### src/rtl/lfsr_gen.sv
// Galois right-shift LFSR with step enable, seed load, all-zero lock-up protection,
// period-wrap pulse and step counter.
module lfsr_gen #(
    parameter int unsigned      WIDTH = 16,
    parameter logic [WIDTH-1:0] TAPS  = 16'hB400,
    parameter logic [WIDTH-1:0] SEED  = 16'h0001,
    parameter int unsigned      CNT_W = 16
) (
    input  logic             clk,
    input  logic             reset,
    input  logic             en,
    input  logic             load,
    input  logic [WIDTH-1:0] seed,
    output logic [WIDTH-1:0] q,
    output logic             bit_out,
    output logic             wrap,
    output logic [CNT_W-1:0] step_cnt,
    output logic             lockup
);

    logic [WIDTH-1:0] ref_q;
    logic [WIDTH-1:0] lfsr_nxt;
    logic [WIDTH-1:0] q_d;
    logic [WIDTH-1:0] ref_d;
    logic [CNT_W-1:0] cnt_d;
    logic             wrap_d;
    logic             lockup_d;

    // One Galois step: shift right, fold the taps in when the dropped bit is set.
    assign lfsr_nxt = (q >> 1) ^ (q[0] ? TAPS : '0);
    assign bit_out  = q[0];

    // Next-state selection: load > en > hold.
    always_comb begin
        q_d      = q;
        ref_d    = ref_q;
        cnt_d    = step_cnt;
        wrap_d   = 1'b0;
        lockup_d = lockup;
        if (load) begin
            cnt_d = '0;
            if (seed != '0) begin
                q_d      = seed;
                ref_d    = seed;
                lockup_d = 1'b0;
            end else begin
                // An all-zero seed would freeze the register; substitute the reset seed.
                q_d      = SEED;
                ref_d    = SEED;
                lockup_d = 1'b1;
            end
        end else if (en) begin
            q_d = lfsr_nxt;
            if (lfsr_nxt == ref_q) begin
                wrap_d = 1'b1;
                cnt_d  = '0;
            end else begin
                cnt_d = step_cnt + CNT_W'(1);
            end
        end
    end

    always_ff @(posedge clk or negedge reset) begin
        if (!reset) begin
            q        <= SEED;
            ref_q    <= SEED;
            step_cnt <= '0;
            wrap     <= 1'b0;
            lockup   <= 1'b0;
        end else begin
            q        <= q_d;
            ref_q    <= ref_d;
            step_cnt <= cnt_d;
            wrap     <= wrap_d;
            lockup   <= lockup_d;
        end
    end

endmodule

### config.mk
export PLATFORM = sky130hd
export DESIGN_NAME = lfsr_gen
export DESIGN_NICKNAME = d
export VERILOG_FILES = /design/src/rtl/lfsr_gen.sv
export SDC_FILE = /design/constraint.sdc
export NUM_CORES = 1
export LEC_CHECK = 0
export BUFFER_PORTS_ARGS = -buffer_cell sky130_fd_sc_hd__clkbuf_2
export CELL_PAD_IN_SITES_DETAIL_PLACEMENT = 0
export CELL_PAD_IN_SITES_GLOBAL_PLACEMENT = 1
export CORE_MARGIN = 1.5
export CORE_UTILIZATION = 31
export DETAILED_ROUTE_END_ITERATION = 8
export PLACE_DENSITY_LB_ADDON = 0.1
export SLEW_MARGIN = 15
export SYNTH_ARGS = -nofsm -noshare
export SYNTH_HDL_FRONTEND = slang
export SYNTH_SLANG_ARGS = --single-unit
export TNS_END_PERCENT = 100
### constraint.sdc
create_clock -name clk -period 4.2 [get_ports clk]
set_clock_uncertainty 0.05 [all_clocks]
set_input_delay 0.84 -clock clk [delete_from_list [all_inputs] [get_ports clk]]
set_output_delay 0.84 -clock clk [all_outputs]
set_load 0.02 [all_outputs]
* After elaboration in Yosys (flattened, before gate mapping)
Index checks and enable logic that the tools add are counted.
** Storage, ports and cells
- Flip-flop bits (word level) :: 50
- Bits of input ports :: 20
- Output and inout port bits :: 35
- Word-level logic and storage cells :: 21
** Cells by class
- Add/subtract/negate cells :: 1
- Eq/ne operators :: 1
- Mux-type cells :: 11
- Bitwise logic cells :: 1
- Reduce and logical (&&, ||, !) cells :: 2
** Operators by type and width (count)
- $mux W16 :: 7
- $add A16 B1 Y16 const B :: 1
- $eq A16 B16 Y1 :: 1
- $reduce_bool A16 Y1 :: 1
- $xor A15 B16 Y16 :: 1
- $mux W1 :: 4
- $reduce_bool A2 Y1 :: 1

* Depth between registers and ports, before layout
Gate-level depths: netlist of run 1.
- Word-level depth :: 6
- Depth in mapped cells :: 8
- Mapped depth without buffers :: 7

* Worst setup path after synthesis of run 1
Ideal clock, no wire load.
- Path kind :: register to register
- From :: register q[0]
- To :: register step_cnt[10]
- Setup time :: 126 ps
- Data arrival time :: 2077 ps
- Required time :: 4024 ps
- Path slack :: 1947 ps
- Stages on the path, launching flop included :: 7
- Buffers on the path :: 1
- Period minus slack after synthesis :: 2253 ps
- Cell sequence :: dfstp_2 > buf_2 > xnor2_1 > xnor2_1 > nor3_1 > a21oi_1 > a221o_1
** Between the ends
- Longest elaborated chain between the ends :: 6
** Ends and longest elaborated chain
- start, declared :: RTL line 14 : output logic [WIDTH-1:0] q,
- start signal, assigned :: RTL line 71 : q <= q_d;
- $mux W16 :: RTL line 30 : assign lfsr_nxt = (q >> 1) ^ (q[0] ? TAPS : '0);
- $xor A15 B16 Y16 :: RTL line 30
- $eq A16 B16 Y1 :: RTL line 54 : if (lfsr_nxt == ref_q) begin
- $mux W16 :: RTL line 54
- $mux W16 :: RTL line 52 : end else if (en) begin
- $mux W16 :: RTL line 40 : if (load) begin
- end signal, assigned :: RTL line 73 : step_cnt <= cnt_d;
- end, declared :: RTL line 17 : output logic [CNT_W-1:0] step_cnt,
No other way between the ends. The select of a mux whose other input is x is not followed.
A chain may end at the register's enable or synchronous reset.

* Worst setup path after layout of run 1
- From :: register q[13]
- To :: register step_cnt[10]
** Between the ends
- Longest elaborated chain between the ends :: 5
** Ends and longest elaborated chain (RTL line)
- $xor A15 B16 Y16 :: 30
- $eq A16 B16 Y1 :: 54
- $mux W16 :: 54
- $mux W16 :: 52
- $mux W16 :: 40
No other way between the ends. The select of a mux whose other input is x is not followed.

==> reports/results.md, run 1 <==
## Global route
- **GRT overflow** 0
- **global routing met2 resource utilization** 0.232
- **global-route met3 utilization** 0.0356
- **pin count of the biggest net entering global routing** 53
- **antenna violations before repair** 0
- **vias in the first global route** 2048
- **met1 track demand over resource** 0.250
- **wire length of the first global-routing pass** 11.1 mm
- **most utilized layer in the global route result** met1
- **total routing resource utilization after global routing** 0.164

## Placement
- **Buffers on Ports** 54
- **GPL Wtd Cong** 0.758
- **placed wire-length estimate** 4.79 mm
- **cell area after placement** 0.00292 mm²
- **placed instance count** 416

## Floorplanning
- **die span in x** 93.8 µm
- **vertical die dimension** 93.8 µm
- **initial core utilization** 0.325
- **Placement Rows** 32
- **IO Count** 55
- **core region area** 0.00785 mm²
- **area of the die** 0.00879 mm²

## Setup path
- **required time of the critical path** 4.34 ns
- **CP endpoint** step_cnt[10]
- **maximum fanout count along the critical path** 13
- **Levels on crit path** 6
- **cell family contributing the most delay on the critical path** simple AND/OR/NAND/NOR gates
- **Critical Path Slowest Stage Cell** sky130_fd_sc_hd__a2111oi_4
- **startpoint of the worst setup timing path** q[13]
- **peak per-stage delay on the critical path** 0.53 ns
- **Worst Reg2Reg Path Length in Cells** 6
- **Reg-to-Reg Start** q[13]
- **Setup CP Type** reg2reg
- **cell breakdown of the critical path** xor2_1 -> or3_4 -> a2111oi_4 -> nand2_2 -> and4_1 -> a221o_1
- **setup slack of the worst register-to-register path** 1.67 ns
- **startpoint type of the worst setup path** flop
- **count of buffering cells on the critical path with inverters included** 0
- **endpoint class of the critical path** flop
- **critical path data arrival time** 2.67 ns
- **end of the worst register-to-register path** step_cnt[10]

## Layout
- **most common cell after layout, fill and taps aside** sky130_fd_sc_hd__clkbuf_2
- **layout-stage area growth over the synthesis result** 17.6%
- **Final #Nets** 342
- **non-filler cells in the finished layout** 424
- **commonest non-fill, non-tap cells in the layout** 54 x sky130_fd_sc_hd__clkbuf_2, 48 x sky130_fd_sc_hd__dfrtp_1, 41 x sky130_fd_sc_hd__o21ai_0
- **antenna diode count** 0
- **share of layout cells above drive strength 1** 0.211
- **Final Cell Area** 0.00300 mm²

## CTS
- **TritonCTS Buffers** 5
- **largest buffer count on any clock path** 2
- **Hold-fix buffers, CTS** 0
- **clk slew on worst S/H paths** 0.09 ns
- **Post-CTS Setup Bufs** 0
- **CTS H-Tree Depth** 2
- **number of sinks handled by clock tree synthesis** 50
- **insertion delay to the later sink of the worst-skew pair** 0.30 ns
- **clock tree from TritonCTS** done
- **root buffer cell** sky130_fd_sc_hd__clkbuf_8
- **number of gates resized after cts** 0

## STA
- **Final Hold Fails** 0
- **final-layout setup total negative slack** 0 ns
- **transition time of the tightest slew-check pin** 0.860 ns
- **worst slew slack as a fraction of its limit** 0.426
- **RSZ-0062 raised after global routing** no
- **total setup violations reported at the end of the flow** 0
- **Peak Freq** 0.395 GHz
- **final max-slew violation count** 0
- **final cycle utilization of the critical path** 0.603
- **min cycle time layout** 2.53 ns

## Route
- **post-route ant nets** 0
- **DRC violation count after routing** 0
- **1st-iter DRT viols** 70
- **overall via count from detail_route** 2106
- **final WL** 6.61 mm
- **number of search-and-repair iterations in the first detailed-routing pass** 4
- **DR vias/cell** 4.97
- **post-detailed-route wirelength per cell** 15.6 µm

## Synth
- **portion of the post-synthesis area used by sequential elements** 0.491
- **Synth Cell Area** 0.00255 mm²
- **post-synthesis net count** 290
- **mean cell area of the mapped netlist** 9.49 µm²
- **synth warn** 0
- **post-synthesis cell count** 269
- **unique cell type count in the Yosys netlist** 43
- **flip-flop and latch count after synthesis** 50

## Hold path
- **classification of the worst-slack hold path** reg2reg

## Power and ir drop
- **PD cells** 335 mW/mm²
- **Peak VDD IR** 0.111 mV
- **static leakage** 0.00142 µW

## Run status
- **run status** complete, no violations

## Run
- **# Max-Cap Violations** 0

[metrics by stage]
stage / util / hold WS (ns) / setup WS [ns] / power, µW
5_1_grt: 0.383 / 0.506 / 1.55 / 1070
3_3_place_gp: 0.372 / 0.474 / 1.62 / 744
3_5_place_dp: 0.372 / 0.479 / 1.60 / 743
2_1_floorplan: - / 0.461 / 1.95 / 670
6_report: 0.383 / 0.488 / 1.67 / 1010
4_1_cts: 0.383 / 0.494 / 1.67 / 1020
[worst min path at each step]
| stage | slack (ns) | endpoint | cells after the start | start |
|---|---|---|---|---|
| after floorplan | 0.46 | ref_q[10] | 2 | ref_q[10] |
| after global placement | 0.47 | ref_q[4] | 2 | ref_q[4] |
| after detailed placement | 0.48 | ref_q[5] | 2 | ref_q[5] |
| after CTS | 0.49 | ref_q[4] | 2 | ref_q[4] |
| after global routing | 0.51 | ref_q[5] | 2 | ref_q[5] |
| final | 0.49 | ref_q[4] | 2 | ref_q[4] |
[cell usage after synthesis, drive strengths merged]
master   instances  area (µm²)
a22o             2        17.5
a211oi           2        15.0
nor2            10        37.5
xor2             4        35.0
and2             2        12.5
a31oi            3        18.8
inv             20        75.1
nand3           12        60.1
a221o            2        20.0
ha               1        12.5
or4              1        7.51
a31o             1        8.76
o21ai           42         210
o21a             1        7.51
xnor2           15         131
o31ai            3        22.5
nor4             2        12.5
a2111oi          1        27.5
buf              5        25.0
a21o             2        15.0
and3             6        37.5
a41oi            1        16.3
a21oi            6        30.0
a22oi            2        15.0
mux2i           14         140
and4             3        26.3
nand4b           1        8.76
dfrtp           48        1200
nand3b           2        15.0
nand2b           1        6.26
nand4            3        18.8
nor2b            2        12.5
o2bb2a           1        10.0
nor3             4        20.0
or3              1        11.3
nor3b            1        7.51
nand2           33         126
dfstp            2        52.6
clkbuf           7        26.3
[routing by layer]
| layer | up-vias | share of wire |
|---|---|---|
| met4 | 0 | 0.010 |
| met2 | 48 | 0.41 |
| met1 | 1008 | 0.53 |
| met3 | 5 | 0.041 |
| met5 | - | 0 |
| li1 | 1045 | - |
[kinds of logic after synthesis]
kind of cell,count (synthesis),share of synthesized area
fa+ha+maj,1,0.00490
mux,14,0.0549
compound gates,69,0.170
buf+inv,32,0.0495
simple gates,84,0.165
flops,50,0.491
xor+xnor,19,0.0652
[power by group]
part / internal [µW] / switching, µW / total, µW
clock network: 119 / 158 / 277
logic: 69.4 / 110 / 179
registers: 514 / 35.5 / 550
total: 703 / 303 / 1010
[state kept, by name, indices dropped and copies added, names as in the netlist]
| signal | count |
|---|---|
| wrap | 1 |
| ref_q | 16 |
| lockup | 1 |
| q | 16 |
| step_cnt | 16 |
[tightest hold or removal path, stage by stage (launching register included)]
cell                      delay (ns)
sky130_fd_sc_hd__dfrtp_1        0.40
sky130_fd_sc_hd__inv_1          0.05
sky130_fd_sc_hd__o21ai_0        0.06
[area by class of cell]
cell class	instances	area [µm²]
clock buffers	8	80.1
fillers	852	4840
inverters	20	75.1
multi-input cells	187	1170
flip-flops and latches	50	1250
well taps	102	128
repair buffers	57	293
(Power assumes the default switching activity.)
==> inputs of run 2 (changes only) <==
==> constraint.sdc (replaced) <==
create_clock -name clk -period 2 [get_ports clk]
set_clock_uncertainty 0.05 [all_clocks]
set_input_delay 0.4 -clock clk [delete_from_list [all_inputs] [get_ports clk]]
set_output_delay 0.4 -clock clk [all_outputs]
set_load 0.02 [all_outputs]
==> reports/results.md, run 2 (synthesis results as in run 1) <==
## STA
- **Hold Worst Slack** 0.0193 ns
- **worst slew slack as a fraction of its limit** 0.587
- **Final Hold Fails** 0
- **final-layout setup total negative slack** -0.534 ns
- **Worst Slack Setup Final** -0.0929 ns
- **min cycle time layout** 2.09 ns
- **transition time of the tightest slew-check pin** 0.618 ns
- **total setup violations reported at the end of the flow** 12
- **Peak Freq** 0.478 GHz
- **final max-slew violation count** 0
- **final cycle utilization of the critical path** 1.05
- **RSZ-0062 raised after global routing** yes

## Run status
- **violated checks** negative setup slack
- **run status** complete, but fails checks

## Route
- **number of search-and-repair iterations in the first detailed-routing pass** 4
- **final WL** 6.76 mm
- **overall via count from detail_route** 2170
- **post-route ant nets** 0
- **post-detailed-route wirelength per cell** 15.1 µm
- **DRC violation count after routing** 0
- **DR vias/cell** 4.87
- **1st-iter DRT viols** 101

## CTS
- **clock tree from TritonCTS** done
- **root buffer cell** sky130_fd_sc_hd__clkbuf_8
- **CTS H-Tree Depth** 2
- **insertion delay to the later sink of the worst-skew pair** 0.30 ns
- **number of sinks handled by clock tree synthesis** 50
- **TritonCTS Buffers** 5
- **Hold-fix buffers, CTS** 0
- **clk slew on worst S/H paths** 0.09 ns
- **largest buffer count on any clock path** 2

## Layout
- **layout-stage area growth over the synthesis result** 27.0%
- **largest registers** q: 16 flops, ref_q: 16 flops, step_cnt: 16 flops
- **Final Cell Area** 0.00324 mm²
- **most common cell after layout, fill and taps aside** sky130_fd_sc_hd__clkbuf_2
- **commonest non-fill, non-tap cells in the layout** 54 x sky130_fd_sc_hd__clkbuf_2, 46 x sky130_fd_sc_hd__dfrtp_1, 40 x sky130_fd_sc_hd__o21ai_0
- **antenna diode count** 0
- **share of layout cells above drive strength 1** 0.291
- **non-filler cells in the finished layout** 446
- **Final #Nets** 364

## Power and ir drop
- **sum of internal, switching and leakage power** 2200 µW
- **Peak VDD IR** 0.404 mV
- **PD cells** 679 mW/mm²
- **static leakage** 0.00155 µW

## Floorplanning
- **initial core utilization** 0.325
- **IO Count** 55
- **core region area** 0.00785 mm²
- **Placement Rows** 32
- **vertical die dimension** 93.8 µm
- **area of the die** 0.00879 mm²
- **die span in x** 93.8 µm

## Setup path
- **endpoint class of the critical path** flop
- **startpoint type of the worst setup path** flop
- **cell breakdown of the critical path** xor2_1 -> or3_4 -> a2111oi_4 -> buf_4 -> a21oi_2 -> a221o_1
- **cell family contributing the most delay on the critical path** compound AO/OA/AOI/OAI gates
- **peak per-stage delay on the critical path** 0.42 ns
- **Setup CP Type** reg2reg
- **maximum fanout count along the critical path** 8
- **required time of the critical path** 2.14 ns
- **critical path data arrival time** 2.24 ns
- **Critical Path Slowest Stage Cell** sky130_fd_sc_hd__dfrtp_2
- **count of buffering cells on the critical path with inverters included** 1

## Global route
- **wire length of the first global-routing pass** 11.5 mm
- **vias in the first global route** 2225
- **antenna violations before repair** 0
- **total routing resource utilization after global routing** 0.171
- **pin count of the biggest net entering global routing** 51
- **GRT overflow** 0

## Placement
- **cell area after placement** 0.00310 mm²
- **GPL Wtd Cong** 0.773
- **Buffers on Ports** 54
- **placed instance count** 437
- **placed wire-length estimate** 4.96 mm

## Run
- **# Max-Cap Violations** 0

## Hold path
- **classification of the worst-slack hold path** in2async

==> run 2: path summary, 6_finish.rpt <==
check                                  start      endpoint  slack (ns)  cells past startpoint
worst max-delay path                   q[13]   step_cnt[7]       -0.09                      6
worst min-delay path                   reset     ref_q[13]        0.02                      2
min in group clk                     seed[0]          q[0]        0.26                      3
worst min register to register  step_cnt[15]  step_cnt[15]        0.49                      1
max in group asynchronous              reset      ref_q[0]        1.58                      2
worst max register to register         q[13]   step_cnt[7]       -0.09                      6
==> run 2: report_power, final <==
| part | total (µW) | internal, µW | switching, µW |
|---|---|---|---|
| Combinational | 431 | 177 | 254 |
| Sequential | 1140 | 1080 | 61.8 |
| Clock | 629 | 280 | 348 |
==> run 2: worst register-to-register path, cell delays in order, from the launching register on <==
cell and delay, ns:
sky130_fd_sc_hd__dfrtp_2 0.42, sky130_fd_sc_hd__xor2_1 0.16, sky130_fd_sc_hd__or3_4 0.38, sky130_fd_sc_hd__a2111oi_4 0.34, sky130_fd_sc_hd__buf_4 0.20, sky130_fd_sc_hd__a21oi_2 0.12, sky130_fd_sc_hd__a221o_1 0.31
==> run 2: metrics by stage <==
stage          setup WS, ns   util
5_1_grt              -0.208  0.413
6_report            -0.0929  0.413
3_5_place_dp        -0.0882  0.396
2_1_floorplan        -0.128      -
3_3_place_gp        -0.0617  0.396
4_1_cts             -0.0999  0.409
==> run 2: repair_timing <==
| item | 4_1_cts | 5_1_grt |
|---|---|---|
| gates resized for setup | 4 | 3 |
| buffers inserted | 0 | 1 |
| pin swaps | 2 | 1 |
| setup endpoints to repair | 13 | 17 |
| endpoints found under the hold margin | 0 | 0 |
==> run 2: routing by layer <==
layer	track usage	part of all wire	vias to the layer above
li1	-	-	1083
met4	0.0410	0.0084	0
met5	0	0	-
met3	0.0307	0.042	5
met1	0.254	0.50	1034
met2	0.256	0.45	48
==> run 2: final cells by class <==
cell class / instances / area, µm²
Timing Repair Buffer: 79 / 482
Multi-Input combinational cell: 187 / 1210
Inverter: 20 / 75.1
Tap cell: 102 / 128
Fill cell: 846 / 4600
Clock buffer: 7 / 86.3
Clock inverter: 1 / 5.00
Sequential cell: 50 / 1260
==> inputs of run 3 (changes only) <==
--- a/config.mk
+++ b/config.mk
@@ -6,12 +6,14 @@
 export NUM_CORES = 1
 export LEC_CHECK = 0
 export BUFFER_PORTS_ARGS = -buffer_cell sky130_fd_sc_hd__clkbuf_2
+export CAP_MARGIN = 0
 export CELL_PAD_IN_SITES_DETAIL_PLACEMENT = 0
 export CELL_PAD_IN_SITES_GLOBAL_PLACEMENT = 1
 export CORE_MARGIN = 1.5
 export CORE_UTILIZATION = 31
 export DETAILED_ROUTE_END_ITERATION = 8
 export PLACE_DENSITY_LB_ADDON = 0.1
+export SETUP_SLACK_MARGIN = 0.4
 export SLEW_MARGIN = 15
 export SYNTH_ARGS = -nofsm -noshare
 export SYNTH_HDL_FRONTEND = slang
==> reports/results.md, run 3 (synthesis results as in run 1) <==
## Layout
- **Final #Nets** 370
- **antenna diode count** 0
- **post-layout util** 0.425
- **share of layout cells above drive strength 1** 0.303
- **most common cell after layout, fill and taps aside** sky130_fd_sc_hd__clkbuf_2
- **commonest non-fill, non-tap cells in the layout** 51 x sky130_fd_sc_hd__clkbuf_2, 46 x sky130_fd_sc_hd__dfrtp_1, 36 x sky130_fd_sc_hd__o21ai_0
- **largest registers** q: 16 flops, ref_q: 16 flops, step_cnt: 16 flops
- **non-filler cells in the finished layout** 452
- **layout-stage area growth over the synthesis result** 30.5%

## STA
- **transition time of the tightest slew-check pin** 0.612 ns
- **total setup violations reported at the end of the flow** 16
- **final max-slew violation count** 0
- **min cycle time layout** 2.13 ns
- **Peak Freq** 0.469 GHz
- **worst slew slack as a fraction of its limit** 0.590
- **final cycle utilization of the critical path** 1.07
- **Final Hold Fails** 0
- **RSZ-0062 raised after global routing** yes
- **Worst Slack Setup Final** -0.132 ns

## CTS
- **number of sinks handled by clock tree synthesis** 50
- **CTS H-Tree Depth** 2
- **clock tree from TritonCTS** done
- **largest buffer count on any clock path** 2
- **insertion delay to the later sink of the worst-skew pair** 0.30 ns
- **clk slew on worst S/H paths** 0.10 ns
- **TritonCTS Buffers** 5
- **root buffer cell** sky130_fd_sc_hd__clkbuf_8

## Setup path
- **Reg-to-Reg Start** q[13]
- **peak per-stage delay on the critical path** 0.42 ns
- **Critical Path Slowest Stage Cell** sky130_fd_sc_hd__dfrtp_2
- **startpoint of the worst setup timing path** q[13]
- **setup slack of the worst register-to-register path** -0.13 ns
- **startpoint type of the worst setup path** flop
- **Worst Reg2Reg Path Length in Cells** 6
- **cell breakdown of the critical path** xor2_1 -> or3_4 -> a2111oi_4 -> nand2_2 -> and4_1 -> a221o_1
- **critical path data arrival time** 2.28 ns
- **required time of the critical path** 2.15 ns
- **cell family contributing the most delay on the critical path** simple AND/OR/NAND/NOR gates
- **end of the worst register-to-register path** step_cnt[7]
- **maximum fanout count along the critical path** 6
- **Setup CP Type** reg2reg
- **endpoint class of the critical path** flop
- **count of buffering cells on the critical path with inverters included** 0

## Floorplanning
- **die span in x** 93.8 µm
- **IO Count** 55
- **initial core utilization** 0.325
- **Placement Rows** 32
- **area of the die** 0.00879 mm²
- **vertical die dimension** 93.8 µm
- **core region area** 0.00785 mm²

## Route
- **final WL** 6.76 mm
- **overall via count from detail_route** 2214
- **DR vias/cell** 4.90
- **number of search-and-repair iterations in the first detailed-routing pass** 5
- **post-route ant nets** 0
- **1st-iter DRT viols** 125
- **post-detailed-route wirelength per cell** 14.9 µm
- **DRC violation count after routing** 0

## Power and ir drop
- **Peak VDD IR** 0.347 mV
- **static leakage** 0.00160 µW
- **PD cells** 698 mW/mm²

## Global route
- **wire length of the first global-routing pass** 11.4 mm
- **total routing resource utilization after global routing** 0.168
- **antenna violations before repair** 0
- **vias in the first global route** 2186
- **pin count of the biggest net entering global routing** 51
- **GRT overflow** 0

## Run status
- **run status** complete, but fails checks
- **violated checks** negative setup slack

## Hold path
- **classification of the worst-slack hold path** in2async

## Placement
- **placed instance count** 440
- **GPL Wtd Cong** 0.770
- **Buffers on Ports** 54
- **placed wire-length estimate** 4.97 mm

## Run
- **# Max-Cap Violations** 0

[run 3: cell count changes in the layout (fill, tap and decap cells not counted), moves of 2 or more]
cell / before / now
sky130_fd_sc_hd__o21ai_1: 2 / 6
sky130_fd_sc_hd__buf_6: 3 / 6
sky130_fd_sc_hd__buf_8: 0 / 2
sky130_fd_sc_hd__o21ai_0: 40 / 36
sky130_fd_sc_hd__clkbuf_2: 54 / 51
sky130_fd_sc_hd__buf_4: 21 / 25
[run 3: worst register-to-register path: stages, from the launching register on]
cell and delay (ns):
sky130_fd_sc_hd__dfrtp_2 0.42, sky130_fd_sc_hd__xor2_1 0.16, sky130_fd_sc_hd__or3_4 0.39, sky130_fd_sc_hd__a2111oi_4 0.35
sky130_fd_sc_hd__nand2_2 0.20, sky130_fd_sc_hd__and4_1 0.20, sky130_fd_sc_hd__a221o_1 0.25
[run 3: area by class of cell]
class	instances	area [µm²]
Clock inverter	3	40.0
Fill cell	841	4520
Clock buffer	5	68.8
Inverter	20	75.1
Multi-Input combinational cell	187	1200
Sequential cell	50	1260
Tap cell	102	128
Timing Repair Buffer	85	561
[run 3: repair_timing]
item / 4_1_cts / 5_1_grt
pin swaps: 3 / 0
setup endpoints to repair: 19 / 19
gates resized for setup: 9 / 10
hold buffers: 0 / 0
buffers inserted: 1 / 3
endpoints found under the hold margin: 0 / 0
[run 3: per-layer routing]
| layer | global-route usage | part of all wire | vias up |
|---|---|---|---|
| met4 | 0.0373 | 0.0086 | 0 |
| met3 | 0.0267 | 0.041 | 5 |
| met2 | 0.252 | 0.44 | 50 |
| li1 | - | - | 1103 |
| met5 | 0 | 0 | - |
| met1 | 0.254 | 0.51 | 1056 |
[run 3: how the worst max path moves through the flow]
| stage | to | slack, ns | cells after the start |
|---|---|---|---|
| CTS | step_cnt[5] | -0.12 | 7 |
| finish | step_cnt[7] | -0.13 | 6 |
| global route | step_cnt[5] | -0.21 | 7 |
| global placement | step_cnt[5] | -0.06 | 7 |
| detailed placement | step_cnt[5] | -0.12 | 7 |
| floorplan | step_cnt[15] | -0.13 | 7 |
[run 3: where the power goes]
part,switching (µW),total [µW],internal [µW]
clock,352,721,369
combinational,262,465,203
sequential,59.0,1140,1080
total,672,2320,1650
[run 3: metrics by stage]
stage               area [µm²]  setup WS, ns  TNS (ns)  hold slack (ns)  total power, µW
floorplan                 2570        -0.128     -1.04           0.0544             1410
global placement          3130       -0.0628    -0.324            0.375             1610
detailed placement        3130        -0.121    -0.878            0.374             1610
CTS                       3280        -0.124     -1.18           0.0346             2340
global route              3330        -0.213     -2.51           0.0308             2460
finish                    3330        -0.132     -1.15           0.0189             2320
